### config.mk
export PLATFORM = sky130hd
export DESIGN_NAME = seq_scan_ctrl
export DESIGN_NICKNAME = d
export VERILOG_FILES = /design/src/rtl/seq_scan_ctrl.sv
export SDC_FILE = /design/constraint.sdc
export NUM_CORES = 1
export LEC_CHECK = 0
export ABC_AREA = 1
export CAP_MARGIN = 20
export CORE_MARGIN = 5
export CORE_UTILIZATION = 40
export DETAILED_ROUTE_END_ITERATION = 12
export SLEW_MARGIN = 10
export SYNTH_ARGS = -nofsm -noshare
export SYNTH_HDL_FRONTEND = slang
export SYNTH_SLANG_ARGS = --single-unit
### constraint.sdc
create_clock -name clk -period 2 [get_ports clk]
set_clock_uncertainty 0.2 [all_clocks]
set_input_delay 0.4 -clock clk [delete_from_list [all_inputs] [get_ports clk]]
set_output_delay 0.4 -clock clk [all_outputs]
set_load 0.005 [all_outputs]
### src/rtl/seq_scan_ctrl.sv
// rtl/seq_scan_ctrl.sv - start/busy/done scheduled serial pattern scan over a captured word
module seq_scan_ctrl #(
  parameter int DATA_W = 16,
  parameter int PAT_W  = 4,
  parameter int CNT_W  = 5,
  parameter int POS_W  = $clog2(DATA_W)
) (
  input  logic              clk,
  input  logic              rst,
  input  logic              start,
  input  logic [DATA_W-1:0] data_in,
  input  logic [PAT_W-1:0]  pattern,
  input  logic              overlap,
  output logic              busy,
  output logic              done,
  output logic              found,
  output logic [CNT_W-1:0]  match_cnt,
  output logic [POS_W-1:0]  first_pos
);

  localparam int FILL_W = $clog2(PAT_W + 1);

  typedef enum logic [1:0] {IDLE, SHIFT, DONE} state_t;

  state_t              state, state_n;
  logic [DATA_W-1:0]   shift_reg, shift_reg_n;
  logic [PAT_W-1:0]    pat_r, pat_r_n;
  logic                ovl_r, ovl_r_n;
  logic [PAT_W-1:0]    window, window_n;
  logic [FILL_W-1:0]   fill, fill_n;
  logic [POS_W-1:0]    idx, idx_n;
  logic                busy_n, done_n, found_n;
  logic [CNT_W-1:0]    match_cnt_n;
  logic [POS_W-1:0]    first_pos_n;

  logic                bit_b;
  logic [PAT_W-1:0]    win_next;
  logic [FILL_W-1:0]   fill_inc;
  logic                hit;

  // Matcher view of the bit leaving the MSB this cycle.
  assign bit_b    = shift_reg[DATA_W-1];
  assign win_next = {window[PAT_W-2:0], bit_b};
  assign fill_inc = (fill == FILL_W'(PAT_W)) ? fill : fill + 1'b1;
  assign hit      = (fill_inc == FILL_W'(PAT_W)) && (win_next == pat_r);

  always_ff @(posedge clk or posedge rst) begin
    if (rst) begin
      state     <= IDLE;
      shift_reg <= '0;
      pat_r     <= '0;
      ovl_r     <= 1'b0;
      window    <= '0;
      fill      <= '0;
      idx       <= '0;
      busy      <= 1'b0;
      done      <= 1'b0;
      found     <= 1'b0;
      match_cnt <= '0;
      first_pos <= '0;
    end else begin
      state     <= state_n;
      shift_reg <= shift_reg_n;
      pat_r     <= pat_r_n;
      ovl_r     <= ovl_r_n;
      window    <= window_n;
      fill      <= fill_n;
      idx       <= idx_n;
      busy      <= busy_n;
      done      <= done_n;
      found     <= found_n;
      match_cnt <= match_cnt_n;
      first_pos <= first_pos_n;
    end
  end

  always_comb begin
    state_n     = state;
    shift_reg_n = shift_reg;
    pat_r_n     = pat_r;
    ovl_r_n     = ovl_r;
    window_n    = window;
    fill_n      = fill;
    idx_n       = idx;
    busy_n      = busy;
    done_n      = 1'b0;
    found_n     = found;
    match_cnt_n = match_cnt;
    first_pos_n = first_pos;

    case (state)
      IDLE: begin
        if (start) begin
          shift_reg_n = data_in;
          pat_r_n     = pattern;
          ovl_r_n     = overlap;
          window_n    = '0;
          fill_n      = '0;
          idx_n       = '0;
          found_n     = 1'b0;
          match_cnt_n = '0;
          first_pos_n = '0;
          busy_n      = 1'b1;
          state_n     = SHIFT;
        end
      end

      SHIFT: begin
        shift_reg_n = {shift_reg[DATA_W-2:0], 1'b0};
        window_n    = win_next;
        // Non-overlapping mode forces a fresh PAT_W bits after every hit.
        fill_n      = (hit && !ovl_r) ? '0 : fill_inc;
        if (hit) begin
          if (match_cnt != {CNT_W{1'b1}})
            match_cnt_n = match_cnt + 1'b1;
          if (!found) begin
            found_n     = 1'b1;
            first_pos_n = idx;
          end
        end
        idx_n = idx + 1'b1;
        if (idx == POS_W'(DATA_W - 1)) begin
          busy_n  = 1'b0;
          done_n  = 1'b1;
          state_n = DONE;
        end
      end

      DONE: begin
        state_n = IDLE;
      end

      default: begin
        state_n = IDLE;
        busy_n  = 1'b0;
      end
    endcase
  end

endmodule

==> impl_metrics.yaml <==
worst_setup_path:
  cp_cell_sequence: "buf_4 > clkdlybuf4s50_1"
  criticalPathCategory: "flop to output pin"
  path_buf_inv: 2
  crit_slowest_cell: "clkdlybuf4s50_1"
  crit_fanout: 4
  max_stage_delay_ns: 0.49
  cp.required_ns: 1.40
  worst_setup_path_start_kind: "flop"
  cp-end-kind: "output pin"
  arrival_ns: 1.29
  cp_top_family: "buffers and inverters"
routing:
  drtAntennaViolNets: 0
  wl_per_cell_um: 12.3
  wl_met2_um: 2140
  wl_met1_um: 2160
  route.met3.wl_um: 86
  routed_via_density: 4.84
  drc: 0
  drt_first_pass_iters: 4
  wl_um: 4420
  top_layer: "met4"
  routed-via-count: 1732
  drt_iter0_drc: 69
logic_synthesis:
  syn_area_mm2: 0.00226
  synth_top_family_by_area: "simple AND/OR/NAND/NOR gates"
  yosysSeqAreaShare_pct: 49.9
  postSynth.asyncResetShare_pct: 100
  synthSimpleGateAreaFrac_pct: 22.3
  synthAdderAreaFrac_pct: 2.77
  ys.flop_type: "dfrtp_1"
  synth_xor_area_share_pct: 2.33
  ys_types: 29
  synth_fp_nets: 270
  yosysWarningCount: 0
  ys_seq_elements: 45
  synthCells: 241
  synth_edf_count: 0
  synth_compound_area_share_pct: 13.0
  muxShareOfSynthArea_pct: 0
  avgSynthCellArea_um2: 9.37
clock_tree:
  clock_sinks: 45
  cts_buffers: 5
  htree_num_levels: 2
  post-cts-setup-buffers: 0
  clkLatencyLatePin_ns: 0.29
  path_clk_slew_ns: 0.08
  post_cts_resized: 0
  cts_buffer_depth: 2
  cts_hold_buf: 0
  cts_tree: "built"
  root_buffer: "clkbuf_8"
global_routing:
  antenna_found_initial: 0
  grt_pass1_wl_um: 7710
  grt_max_degree: 37
  grt_pass1_vias: 1728
  overflow: 0
  gr-usage-all-layers_pct: 13.1
floorplanning:
  start_util_pct: 41.0
  coreArea_mm2: 0.00551
  die_area_mm2: 0.00725
  die_y_um: 85.1
  rows: 27
  die_width_um: 85.1
  io_pins: 36
min_path:
  hold_class: "input pin to asynchronous set/reset pin"
placed_design:
  gp_congestion: 0.783
  place_ws_ns: 0.0474
  dp_hpwl_um: 3210
  place_inst: 350
  port-buffer-count: 35
finish:
  antennaDiodeCount: 0
  finalNonFillerCells: 358
  nets: 314
  area_growth_pct: 25.0
  largest_reg_flops: 16
  fin_util_pct: 51.3
  drive_above_1_share_pct: 13.6
pwr:
  p_leak_nw: 1.32
  peakVddDrop_mv: 0.514
  p_per_area_mw_per_mm2: 1440
run:
  maxCapViolations: 0
sta:
  report.final.slew_viol_count: 0
  finalSetupViolCount: 0
  slew_headroom_pct: 68.8
  hold_viol_final: 0
  period_minus_slack_ns: 1.89
  hold_ws_ns: 0.149
  max_slew.worst_pin.slew_ns: 0.467
  grt_setup_unrepaired: "no"
  setup_slack_ns: 0.113
  max_freq_ghz: 0.530
  finalSetupTns_ns: 0
  min_period_over_period_pct: 94.3
outcome:
  status: "finished, final reports clean"
[logic make-up (layout without fill, tap and decap cells)]
| kind of cell | after synthesis | after routing |
|---|---|---|
| buf+inv | 45 | 90 |
| fa+ha+maj | 5 | 5 |
| xor+xnor | 6 | 6 |
| simple gates | 108 | 108 |
| flops | 45 | 45 |
| compound gates | 32 | 32 |
[layer usage]
metal  track usage, %  vias to the layer above
met3             2.72                        2
met1             17.2                      822
met5                0                        -
met2             21.6                       16
met4             4.32                        0
li1                 -                      892
[where the power goes]
group	internal (mW)	switching, mW
Combinational	0.919	1.07
Clock	0.249	0.287
Sequential	1.31	0.240
Total	2.48	1.59
[final timing paths]
kind,startpoint,to,slack (ns),depth (start not counted)
min,rst,match_cnt[2],0.15,2
max reg2reg,fill[0],first_pos[0],0.17,11
min reg2reg,first_pos[1],first_pos[1],0.28,2
min in group clk,first_pos[1],first_pos[1],0.28,2
max,match_cnt[0],match_cnt[0],0.11,2
max in group asynchronous,rst,idx[0],0.97,3
[layout make-up]
| type | count | area, µm² |
|---|---|---|
| clock buffers | 8 | 80.1 |
| fillers | 528 | 2680 |
| inverters | 36 | 145 |
| multi-input cells | 151 | 923 |
| flip-flops and latches | 45 | 1130 |
| well taps | 72 | 90.1 |
| repair buffers | 46 | 458 |
[metrics by stage]
step	power, mW	instance area [µm²]
global route	4.45	2820
detailed placement	3.57	2730
global placement	3.54	2730
floorplan	3.02	2260
finish	4.07	2820
CTS	4.12	2810
[synthesized netlist by cell type (2+ instances only)]
cell type | number | area share (%)
buf_4 | 2 | 0.66
o21ai_0 | 3 | 0.66
nor3_1 | 15 | 3.3
xor2_1 | 2 | 0.78
o21ai_1 | 4 | 0.89
nand4_1 | 9 | 2.5
nand3_1 | 6 | 1.3
nand2_4 | 2 | 1.0
buf_2 | 2 | 0.44
inv_2 | 3 | 0.50
o22ai_1 | 6 | 1.7
dfrtp_1 | 45 | 50
a21oi_1 | 3 | 0.66
buf_6 | 4 | 2.0
a221oi_1 | 4 | 1.6
nand2_1 | 53 | 8.8
nor2_1 | 19 | 3.2
xnor2_1 | 4 | 1.6
a221oi_2 | 11 | 7.3
inv_1 | 31 | 5.2
ha_1 | 5 | 2.8
[cell usage in the layout (no fill, tap or decap)]
master,Yosys,layout
nand2_1,53,53
dfrtp_1,45,45
clkdlybuf4s50_1,0,35
inv_1,31,30
nor2_1,19,19
nor3_1,15,15
a221oi_2,11,11
nand4_1,9,9
buf_4,2,9
o22ai_1,6,6
nand3_1,6,5
ha_1,5,5
clkbuf_8,0,5
xnor2_1,4,4
o21ai_1,4,4
a221oi_1,4,4
inv_2,3,3
nand2_4,2,3
a21oi_1,3,3
o21ai_0,3,3
clkbuf_1,1,3
xor2_1,2,2
buf_12,0,2
inv_4,1,1
nor2_2,1,1
nand3_4,1,1
nand3_2,0,1
inv_8,1,1
nor2_8,1,1
clkinv_1,0,1
a31oi_1,1,1
Power figures use the tool's default switching activity.
